--- src/rtl/finn_rtl_krnl_example_wr_resp_tracker.sv ---
// Write-response tracker: gates AW issue against an outstanding-burst limit and
// retires B responses. Optional error flag built when FINN_WR_RESP_TRACKER_ERR_EN is defined.
module finn_rtl_krnl_example_wr_resp_tracker #(
    parameter int unsigned C_BURST_CNT_WIDTH = 32,
    parameter int unsigned C_MAX_OUTSTANDING = 16,
    parameter int unsigned C_OUT_WIDTH       = $clog2(C_MAX_OUTSTANDING + 1)
) (
    input  logic                         clk,
    input  logic                         rst_n,
    input  logic                         ctrl_start,
    input  logic [C_BURST_CNT_WIDTH-1:0] ctrl_num_bursts,
    output logic                         aw_allow,
    input  logic                         aw_issued,
    input  logic                         b_valid,
    output logic                         b_ready,
    input  logic [1:0]                   b_resp,
    output logic [C_OUT_WIDTH-1:0]       outstanding,
    output logic                         busy,
    output logic                         done,
    output logic                         err
);

    typedef enum logic [1:0] {
        S_IDLE  = 2'd0,
        S_RUN   = 2'd1,
        S_DRAIN = 2'd2,
        S_DONE  = 2'd3
    } state_e;

    localparam logic [C_OUT_WIDTH-1:0] MAX_OUT = C_OUT_WIDTH'(C_MAX_OUTSTANDING);

    state_e                       state_q, state_d;
    logic [C_BURST_CNT_WIDTH-1:0] issue_left_q, issue_left_d;
    logic [C_OUT_WIDTH-1:0]       outstanding_q, outstanding_d;
    logic                         issue_hs;
    logic                         b_hs;

    // Handshake qualifiers derived only from registered state
    assign aw_allow = (state_q == S_RUN) && (issue_left_q != '0) && (outstanding_q < MAX_OUT);
    assign b_ready  = ((state_q == S_RUN) || (state_q == S_DRAIN)) && (outstanding_q != '0);
    assign issue_hs = aw_issued && aw_allow;
    assign b_hs     = b_valid && b_ready;

    assign outstanding = outstanding_q;
    assign busy        = (state_q != S_IDLE);
    assign done        = (state_q == S_DONE);

    always_comb begin
        state_d       = state_q;
        issue_left_d  = issue_left_q;
        outstanding_d = outstanding_q;

        if (issue_hs) begin
            issue_left_d = issue_left_q - C_BURST_CNT_WIDTH'(1);
        end

        case ({issue_hs, b_hs})
            2'b10:   outstanding_d = outstanding_q + C_OUT_WIDTH'(1);
            2'b01:   outstanding_d = outstanding_q - C_OUT_WIDTH'(1);
            default: outstanding_d = outstanding_q;
        endcase

        // Transitions look at next-cycle counts so done follows the last B by one cycle
        case (state_q)
            S_IDLE: begin
                if (ctrl_start) begin
                    if (ctrl_num_bursts != '0) begin
                        state_d       = S_RUN;
                        issue_left_d  = ctrl_num_bursts;
                        outstanding_d = '0;
                    end else begin
                        state_d = S_DONE;
                    end
                end
            end
            S_RUN: begin
                if (issue_left_d == '0) begin
                    state_d = (outstanding_d == '0) ? S_DONE : S_DRAIN;
                end
            end
            S_DRAIN: begin
                if (outstanding_d == '0) begin
                    state_d = S_DONE;
                end
            end
            S_DONE:  state_d = S_IDLE;
            default: state_d = S_IDLE;
        endcase
    end

    always_ff @(posedge clk or negedge rst_n) begin
        if (!rst_n) begin
            state_q       <= S_IDLE;
            issue_left_q  <= '0;
            outstanding_q <= '0;
        end else begin
            state_q       <= state_d;
            issue_left_q  <= issue_left_d;
            outstanding_q <= outstanding_d;
        end
    end

`ifdef FINN_WR_RESP_TRACKER_ERR_EN
    logic err_q, err_d;

    // Sticky SLVERR/DECERR flag, cleared only by an accepted start
    always_comb begin
        err_d = err_q;
        if ((state_q == S_IDLE) && ctrl_start) begin
            err_d = 1'b0;
        end else if (b_hs && b_resp[1]) begin
            err_d = 1'b1;
        end
    end

    always_ff @(posedge clk or negedge rst_n) begin
        if (!rst_n) begin
            err_q <= 1'b0;
        end else begin
            err_q <= err_d;
        end
    end

    assign err = err_q;
`else
    logic unused_b_resp;
    assign unused_b_resp = ^b_resp;
    assign err           = 1'b0;
`endif

endmodule
--- config.mk ---
export PLATFORM = sky130hd
export DESIGN_NAME = finn_rtl_krnl_example_wr_resp_tracker
export DESIGN_NICKNAME = d
export VERILOG_FILES = /design/src/rtl/finn_rtl_krnl_example_wr_resp_tracker.sv
export SDC_FILE = /design/constraint.sdc
export NUM_CORES = 1
export LEC_CHECK = 0
export BUFFER_PORTS_ARGS = -buffer_cell sky130_fd_sc_hd__buf_2
export CAP_MARGIN = 20
export CORE_UTILIZATION = 45
export DETAILED_ROUTE_END_ITERATION = 10
export GPL_TIMING_DRIVEN = 0
export PLACE_DENSITY = 0.75
export SETUP_SLACK_MARGIN = 0.02
export SYNTH_ARGS = -nofsm -noshare
export SYNTH_HDL_FRONTEND = slang
export SYNTH_SLANG_ARGS = --single-unit
--- constraint.sdc ---
create_clock -name clk -period 3.6 [get_ports clk]
set_input_delay 0.36 -clock clk [delete_from_list [all_inputs] [get_ports clk]]
set_output_delay 0.36 -clock clk [all_outputs]
set_load 0.01 [all_outputs]
==> flow_summary.json, run 1 <==
{
  "status": "complete, but fails checks",
  "violations": "negative setup slack",
  "drt_iter0_markers": 322,
  "gp_congestion": 0.9280,
  "wire_per_inst_um": 16.87,
  "switching_share_pct": 44.07,
  "synth_enable_flop_cells": 0,
  "maxSlewHeadroom_pct": 41.10,
  "cts-root-buf": "clkbuf_8",
  "core_area_um2": 5991,
  "avgSynthCellArea_um2": 8.417,
  "clk_latency_ns": 0.30,
  "drt.antenna.violating_nets": 0,
  "placed_area_um2": 3183,
  "antenna_found_initial": 0,
  "place_hpwl_um": 5804,
  "max_freq_ghz": 0.2701,
  "via_per_inst": 5.896,
  "rsz0062_at_grt": "true",
  "grt-ovfl-total": 0,
  "start_kind": "flip-flop",
  "clock-sinks": 39,
  "portBuffers": 45,
  "drv_slew": 0,
  "wl_met2_um": 3977,
  "hold_path_class": "primary input to async pin",
  "rows": 28,
  "grtUsageTotal_pct": 26.69,
  "drv_cap": 0,
  "p_int_mw": 1.685,
  "clkPwrFrac_pct": 14.6,
  "cts_buffers": 5,
  "die_h_um": 81.40,
  "setup_tns_ns": -0.1019,
  "worstPathArrival_ns": 3.90,
  "top_layer_used": "met4",
  "grt_pass1_vias": 2783,
  "syn_area_um2": 2836,
  "wl_met1_um": 3392,
  "synth_warnings": 0,
  "synthCells": 337,
  "post-route-period-util_pct": 102.8,
  "final_layout_size_suffix_gt1_share_pct": 27.58,
  "ys_seq_area_share_pct": 34.41,
  "cp-end-kind": "flip-flop",
  "wl_met3_um": 668,
  "htree_levels": 2,
  "final-instance-count-excl-fill": 492,
  "grt_start_max_net_pins": 40,
  "required_ns": 3.79,
  "power_leakage_nw": 1.518,
  "power.share.sequential_pct": 30.4,
  "synthArstFlopShare_pct": 100.0,
  "ys_seq_elements": 39,
  "ir_worst_vdd_mv": 0.5053,
  "die_x_um": 81.40,
  "path_clk_slew_ns": 0.08,
  "vias": 2901,
  "clock_skew_ns": 0.006515,
  "final_area_um2": 3650,
  "synth_top_cell_area_share_pct": 34.41,
  "drc": 0,
  "firstDrtPassIters": 5,
  "pre_cts_ws_ns": -0.4146,
  "worstPathMaxFanout": 5,
  "clockBufferDepth": 2,
  "dp_cells": 457,
  "worst_pin_slew_ns": 0.8835,
  "die-area_um2": 6625,
  "power_density_nw_per_um2": 825.5,
  "grt_first_pass_wirelength_um": 13230,
  "setup_slack_ns": -0.1019,
  "diodes": 0,
  "io_pins": 49,
  "synthTopCellsByArea": "dfrtp_1 34%, xnor2_1 5.9%, nand2_1 5.4%, ha_1 4.9%, nor2_1 4.6%",
  "switchingPower_mw": 1.328,
  "final_hold_viol_count": 0,
  "combinationalPowerShare_pct": 55.0,
  "final_util_pct": 60.92,
  "nets": 467,
  "layout_min_cycle_time_ns": 3.702,
  "setup_viol": 1,
  "cts_tree": "done",
  "post-synth-top-area-cell": "dfrtp_1",
  "syn-num-nets": 388,
  "critical_path_class": "flip-flop to flip-flop",
  "ys_types": 55,
  "synth_ff_type": "dfrtp_1",
  "syn_to_final_growth_pct": 28.67,
  "wl_um": 8299,
  "initial_core_util_pct": 47.35
}
## power by group through the flow
stage	clock network, mW	registers, mW	logic [mW]
2_1_floorplan	0	0.838	1.01
3_3_place_gp	0	0.881	1.28
3_5_place_dp	0	0.888	1.33
4_1_cts	0.446	0.875	1.57
5_1_grt	0.462	0.947	1.83
6_report	0.440	0.916	1.66
## cell families (layout without fill, tap and decap cells)
| family | count (synthesis) | count (layout) | share of synthesized area, % |
|---|---|---|---|
| adder cells (fa/ha/maj) | 12 | 12 | 5.558 |
| AND/OR/NAND/NOR | 158 | 158 | 30.39 |
| multiplexers | 8 | 8 | 3.088 |
| flip-flops | 39 | 39 | 34.41 |
| other | 1 | 1 | 0.1322 |
| XOR/XNOR | 32 | 32 | 9.881 |
| AO/OA/AOI/OAI | 62 | 62 | 12.75 |
| buffers and inverters | 25 | 105 | 3.793 |
## path summary, 6_finish.rpt
kind	from	to	slack, ns	cells past startpoint
max reg2reg	issue_left_q[26]$_DFF_PN0_	state_q[0]$_DFFE_PN0P_	-0.10	16
max in group asynchronous	rst_n	state_q[0]$_DFFE_PN0P_	2.81	1
max	issue_left_q[26]$_DFF_PN0_	state_q[0]$_DFFE_PN0P_	-0.10	16
min in group clk	ctrl_num_bursts[31]	issue_left_q[31]$_DFF_PN0_	0.27	3
min reg2reg	outstanding[3]$_DFF_PN0_	outstanding[3]$_DFF_PN0_	0.59	2
min	rst_n	issue_left_q[23]$_DFF_PN0_	0.18	1
## critical path, stage by stage, from the launching register on
cell and delay, ns:
dfrtp_1 0.41, nor4_1 0.45, nand4_1 0.23, o31a_1 0.33, buf_6 0.14, clkinv_8 0.04, ha_4 0.17, ha_4 0.21
a21o_1 0.17, a21oi_2 0.13, mux2i_1 0.22, xor2_1 0.22, nand2_1 0.14, o2bb2ai_4 0.17, nand4b_1 0.21, mux2i_1 0.15
a211oi_1 0.20
## layer usage
metal,track usage (%),vias up
met1,35.02,1369
met3,5.393,25
met2,42.25,139
li1,-,1368
met5,0,-
met4,11.79,0
## sequential cells by signal (all words and copies together) (netlist names)
name / count
state_q: 2
issue_left_q: 32
outstanding: 5
## cells in the final DEF, fill, tap and decap left out, types with 16 or more instances in the layout
cell type / instances
a21oi_1: 18
nand2_1: 41
xnor2_1: 19
dfrtp_1: 37
buf_4: 29
buf_2: 46
nor4_1: 16
o21ai_0: 24
nor2_1: 34
## stage by stage
step / total power [mW] / hold WS (ns)
2_1_floorplan: 1.852 / 0.06441
3_3_place_gp: 2.162 / 0.5380
3_5_place_dp: 2.215 / 0.5331
4_1_cts: 2.891 / 0.2094
5_1_grt: 3.238 / 0.2559
6_report: 3.013 / 0.1793
## cell usage after synthesis (3+ instances only)
cell / count
nor2_1: 35
or3_1: 5
nand4_1: 9
or2_2: 3
o21ai_0: 24
nand2_1: 41
nand4b_1: 4
a21oi_1: 19
nor3_1: 11
a31oi_1: 3
ha_1: 11
mux2i_1: 5
xnor2_1: 19
dfrtp_1: 39
or4_1: 5
o211ai_1: 3
xor2_1: 13
nand3_1: 5
nor4_1: 18
clkbuf_1: 13
inv_1: 6
## area by class of cell
type                            count  area, µm²
Buffer                             16      76.32
Clock buffer                        6      72.57
Clock inverter                      2      60.06
Fill cell                         507       2341
Inverter                            8      42.54
Multi-Input combinational cell    273       1891
Sequential cell                    39      978.4
Tap cell                           75      93.84
Timing Repair Buffer               73      435.4
## timing repair
item                                    in CTS  in global routing
setup buffers                               20                  8
endpoints found under the setup margin       2                  3
hold buffers                                 0                  0
pin swaps                                   12                  4
gates resized for setup                     16                  7
(Power assumes the default switching activity.)
==> run 2: changes to the inputs <==
--- a/config.mk
+++ b/config.mk
@@ -10,8 +10,7 @@
 export CORE_UTILIZATION = 45
 export DETAILED_ROUTE_END_ITERATION = 10
 export GPL_TIMING_DRIVEN = 0
-export PLACE_DENSITY = 0.75
-export SETUP_SLACK_MARGIN = 0.02
+export PLACE_DENSITY = 0.66
 export SYNTH_ARGS = -nofsm -noshare
 export SYNTH_HDL_FRONTEND = slang
 export SYNTH_SLANG_ARGS = --single-unit
==> constraint.sdc (replaced) <==
create_clock -name clk -period 4 [get_ports clk]
set_input_delay 0.4 -clock clk [delete_from_list [all_inputs] [get_ports clk]]
set_output_delay 0.4 -clock clk [all_outputs]
set_load 0.01 [all_outputs]
==> flow_summary.json, run 2 (same netlist as run 1, synthesis figures left out) <==
{
  "status": "finished clean",
  "final_layout_size_suffix_gt1_share_pct": 21.74,
  "initial_core_util_pct": 47.35,
  "firstDrtPassIters": 5,
  "pre_cts_ws_ns": -0.4218,
  "place_hpwl_um": 5776,
  "clock-sinks": 39,
  "reg2reg_to": "state_q[0]$_DFFE_PN0P_",
  "drt_iter0_markers": 207,
  "required_ns": 4.21,
  "worstPathArrival_ns": 4.01,
  "cts_tree": "done",
  "reg2reg_slack_ns": 0.20,
  "clock_skew_ns": 0.007089,
  "gp_congestion": 0.8508,
  "wire_per_inst_um": 16.95,
  "hold_path_class": "primary input to async pin",
  "maxSlewHeadroom_pct": 39.83,
  "path_clk_slew_ns": 0.08,
  "ctsHoldBuffers": 0,
  "syn_to_final_growth_pct": 17.60,
  "die_h_um": 81.40,
  "cp-end-kind": "flip-flop",
  "grtUsageTotal_pct": 26.55,
  "via_per_inst": 5.942,
  "drt.antenna.violating_nets": 0,
  "antenna_found_initial": 0,
  "crit_chain": "or4_4 -> nand3b_4 -> o31a_1 -> buf_6 -> clkinv_4 -> ha_4 -> ha_4 -> a21o_1 -> a21oi_2 -> mux2i_1 -> xor2_1 -> nand2_1 -> o2bb2ai_2 -> nand4b_1 -> mux2i_1 -> a211oi_1",
  "io_pins": 49,
  "max_freq_ghz": 0.2630,
  "drv_slew": 0,
  "portBuffers": 45,
  "reg2regPathDepth": 16,
  "grt_first_pass_wirelength_um": 13050,
  "die_x_um": 81.40,
  "drc": 0,
  "largest_reg_flops": 32,
  "worst_pin_slew_ns": 0.9026,
  "critical_path_class": "flip-flop to flip-flop",
  "vias": 2769,
  "setup_slack_ns": 0.1974,
  "rows": 28,
  "final_hold_viol_count": 0,
  "wl_met3_um": 413,
  "setup_viol": 0,
  "wl_met2_um": 3755,
  "diodes": 0,
  "start_kind": "flip-flop",
  "wl_um": 7897,
  "htree_levels": 2,
  "layout_min_cycle_time_ns": 3.803,
  "core_area_um2": 5991,
  "slowest_stage": "or4_4",
  "r2r-start": "issue_left_q[18]$_DFF_PN0_",
  "timing.hold.ws_ns": 0.2301,
  "power_density_nw_per_um2": 704.2,
  "cts-root-buf": "clkbuf_8",
  "ir_worst_vdd_mv": 0.3780,
  "max_stage_delay_ns": 0.57,
  "clockBufferDepth": 2,
  "grt-ovfl-total": 0,
  "clk_latency_ns": 0.30,
  "final_cell_mix": "46 x buf_2, 41 x nand2_1, 38 x dfrtp_1",
  "wl_met1_um": 3565,
  "power_leakage_nw": 1.352,
  "grt_pass1_vias": 2568,
  "top_register": "issue_left_q",
  "grt_start_max_net_pins": 40,
  "nets": 443,
  "top_layer_used": "met4",
  "worstPathMaxFanout": 9,
  "drv_cap": 0,
  "die-area_um2": 6625,
  "layout_commonest_cell": "buf_2",
  "post-route-period-util_pct": 95.06,
  "cts_buffers": 5
}
==> run 2: cell types whose count changed in the layout (fill, tap and decap cells not counted), sizes merged <==
cell / change
bufinv: -2
clkbuf: +1
buf: -25
==> run 2: worst max path at each step <==
stage                          startpoint                     end  slack (ns)  cells after the start
3_5_place_dp       state_q[1]$_DFFE_PN0P_  state_q[0]$_DFFE_PN0P_       -0.42                     18
3_3_place_gp       state_q[1]$_DFFE_PN0P_  state_q[0]$_DFFE_PN0P_       -0.32                     18
2_1_floorplan  issue_left_q[18]$_DFF_PN0_  state_q[0]$_DFFE_PN0P_        0.22                     16
6_report       issue_left_q[18]$_DFF_PN0_  state_q[0]$_DFFE_PN0P_        0.20                     16
5_1_grt        issue_left_q[18]$_DFF_PN0_  state_q[0]$_DFFE_PN0P_       -0.02                     16
4_1_cts            state_q[1]$_DFFE_PN0P_  state_q[0]$_DFFE_PN0P_     0.00001                     18
==> run 2: stage by stage <==
step	instance area (µm²)	cells	TNS [ns]	utilization (%)	total power [mW]
after CTS	3266	463	0	54.51	2.269
after global routing	3336	466	-0.01906	55.68	2.559
after detailed placement	3156	457	-0.5292	52.67	1.972
after global placement	3156	457	-0.3739	52.67	1.942
final	3336	466	0	55.68	2.349
after floorplan	2836	337	0	-	1.645
==> run 2: layout make-up <==
cell class / count / area, µm²
Fill cell: 576 / 2655
Inverter: 8 / 35.03
Buffer: 17 / 80.08
Clock buffer: 6 / 72.57
Multi-Input combinational cell: 273 / 1829
Timing Repair Buffer: 48 / 247.7
Sequential cell: 39 / 977.2
Tap cell: 75 / 93.84
==> run 2: routing by layer <==
layer / global-route usage (%) / vias to the layer above
li1: - / 1324
met3: 3.371 / 16
met5: 0 / -
met2: 43.58 / 85
met1: 35.35 / 1344
met4: 10.00 / 0
==> run 2: report_power, final <==
group | total (mW) | internal, mW | switching (mW)
Clock | 0.256 | 0.116 | 0.139
Combinational | 1.27 | 0.557 | 0.714
Sequential | 0.822 | 0.578 | 0.243
==> run 2: what timing repair did <==
item / in CTS / in global routing
endpoints found under the setup margin: 2 / 2
pin swaps: 0 / 5
hold endpoints to repair: 0 / 0
setup buffers: 0 / 3
resized for setup: 8 / 11
==> run 2: worst max-delay path: cells and delay by family, from the launching register on <==
family,cells,cell delay (ns)
buffers and inverters,2,0.25
xor gates and xnor gates,1,0.20
and+or+nand+nor,4,1.07
DFF,1,0.43
AOI/OAI and AO/OA,5,0.97
muxes,2,0.37
adders and majority gates,2,0.41
==> run 3: changes to the inputs <==
--- a/config.mk
+++ b/config.mk
@@ -11,6 +11,7 @@
 export DETAILED_ROUTE_END_ITERATION = 10
 export GPL_TIMING_DRIVEN = 0
 export PLACE_DENSITY = 0.66
+export SETUP_SLACK_MARGIN = 0.4
 export SYNTH_ARGS = -nofsm -noshare
 export SYNTH_HDL_FRONTEND = slang
 export SYNTH_SLANG_ARGS = --single-unit
==> flow_summary.json, run 3 (same netlist as run 1, synthesis figures left out) <==
{
  "status": "finished clean",
  "syn_to_final_growth_pct": 25.50,
  "max_stage_delay_ns": 0.55,
  "setup_viol": 0,
  "drv_cap": 0,
  "clkPwrFrac_pct": 10.8,
  "grt_start_max_net_pins": 40,
  "final-instance-count-excl-fill": 488,
  "die_h_um": 81.40,
  "p_total_mw": 2.551,
  "die-area_um2": 6625,
  "setup_tns_ns": 0,
  "cts_tree": "done",
  "clock-sinks": 39,
  "crit_top_cell": "mux2i_1",
  "timing.hold.ws_ns": 0.2297,
  "via_per_inst": 5.701,
  "final_hold_viol_count": 0,
  "drt_iter0_markers": 246,
  "gp_congestion": 0.8241,
  "critical_path_class": "flip-flop to flip-flop",
  "critPathBufInv": 0,
  "firstDrtPassIters": 5,
  "core_area_um2": 5991,
  "portBuffers": 45,
  "largest_reg_flops": 32,
  "critPathTopFamily": "simple AND/OR/NAND/NOR gates",
  "rsz0062_at_grt": "true",
  "grt_first_pass_wirelength_um": 13000,
  "hold_path_class": "primary input to async pin",
  "drc": 0,
  "die_x_um": 81.40,
  "htree_levels": 2,
  "fillCellCount": 542,
  "power_leakage_nw": 1.468,
  "switching_share_pct": 45.64,
  "drv_slew": 0,
  "cp-end-kind": "flip-flop",
  "worstPathArrival_ns": 3.77,
  "worstPathMaxFanout": 4,
  "ir_worst_vdd_mv": 0.4128,
  "wl_um": 8005,
  "antenna_found_initial": 0,
  "p_int_mw": 1.387,
  "rows": 28,
  "nets": 463,
  "clock_skew_ns": 0.005396,
  "wire_per_inst_um": 16.40,
  "dp_cells": 457,
  "max_freq_ghz": 0.2807,
  "crit_chain": "or4_1 -> o21a_1 -> and2_1 -> ha_4 -> fa_2 -> a21o_1 -> a21oi_2 -> mux2i_1 -> xor2_1 -> nand2_1 -> o2bb2ai_4 -> nand4b_1 -> mux2i_1 -> a211oi_1",
  "ctsHoldBuffers": 0,
  "maxSlewHeadroom_pct": 38.77,
  "final_util_pct": 59.42,
  "layout_min_cycle_time_ns": 3.563,
  "diodes": 0,
  "start_kind": "flip-flop",
  "final_layout_size_suffix_gt1_share_pct": 26.39,
  "drt.antenna.violating_nets": 0,
  "grt_pass1_vias": 2683,
  "final_cell_mix": "46 x buf_2, 41 x nand2_1, 38 x dfrtp_1",
  "grtUsageTotal_pct": 26.41,
  "cts-root-buf": "clkbuf_8",
  "worst_pin_slew_ns": 0.9184,
  "path_clk_slew_ns": 0.08,
  "switchingPower_mw": 1.164,
  "post-route-period-util_pct": 89.06,
  "cts_buffers": 5,
  "power_density_nw_per_um2": 716.5,
  "grt-ovfl-total": 0,
  "power.share.sequential_pct": 31.2,
  "top_register": "issue_left_q",
  "required_ns": 4.21,
  "initial_core_util_pct": 47.35,
  "io_pins": 49,
  "slowest_stage": "or4_1",
  "clk_latency_ns": 0.30,
  "vias": 2782,
  "clockBufferDepth": 2,
  "place_hpwl_um": 5786,
  "combinationalPowerShare_pct": 58.0,
  "layout_commonest_cell": "buf_2"
}
run 3: through the flow:
step,worst slack (ns),instance area [µm²]
5_1_grt,0.2109,3560
2_1_floorplan,0.4125,2860
3_5_place_dp,0.003780,3179
6_report,0.4375,3560
3_3_place_gp,0.07864,3179
4_1_cts,0.4098,3508
run 3: final cells by class:
cell class / count / area [µm²] / share of cell area (%)
multi-input cells: 273 / 1879 / 52.79
flip-flops and latches: 39 / 977.2 / 27.45
well taps: 75 / 93.84 / 2.636
plain buffers: 17 / 80.08 / 2.250
repair buffers: 68 / 397.9 / 11.18
clock inverters: 3 / 20.02 / 0.5624
inverters: 8 / 42.54 / 1.195
clock buffers: 5 / 68.82 / 1.933
run 3: power groups by stage:
stage	clock network [mW]	registers, mW	logic, mW
final	0.275	0.796	1.48
after global routing	0.298	0.822	1.65
after CTS	0.282	0.789	1.42
after detailed placement	0	0.797	1.19
after global placement	0	0.795	1.17
after floorplan	0	0.755	0.909
run 3: final timing paths:
check | from | end | slack (ns) | depth (start not counted)
setup / recovery | outstanding[1]$_DFF_PN0_ | state_q[0]$_DFFE_PN0P_ | 0.44 | 14
hold / removal | rst_n | issue_left_q[28]$_DFF_PN0_ | 0.23 | 1
setup reg to reg | outstanding[1]$_DFF_PN0_ | state_q[0]$_DFFE_PN0P_ | 0.44 | 14
hold reg to reg | state_q[1]$_DFFE_PN0P_ | state_q[1]$_DFFE_PN0P_ | 0.61 | 2
max in group asynchronous | rst_n | outstanding[0]$_DFF_PN0_ | 3.14 | 1
min in group clk | ctrl_num_bursts[1] | issue_left_q[1]$_DFF_PN0_ | 0.30 | 3
run 3: what timing repair did:
item,in CTS,in global routing
gates resized for setup,17,3
pin swaps,11,4
setup buffers,19,4
endpoints found under the setup margin,2,3
run 3: routing by layer:
metal,vias to the layer above,global-route usage [%],part of all wire [%]
li1,1360,-,-
met1,1326,35.38,45
met2,77,43.00,46
met3,19,3.933,5.6
met4,0,9.286,2.9
met5,-,0,0
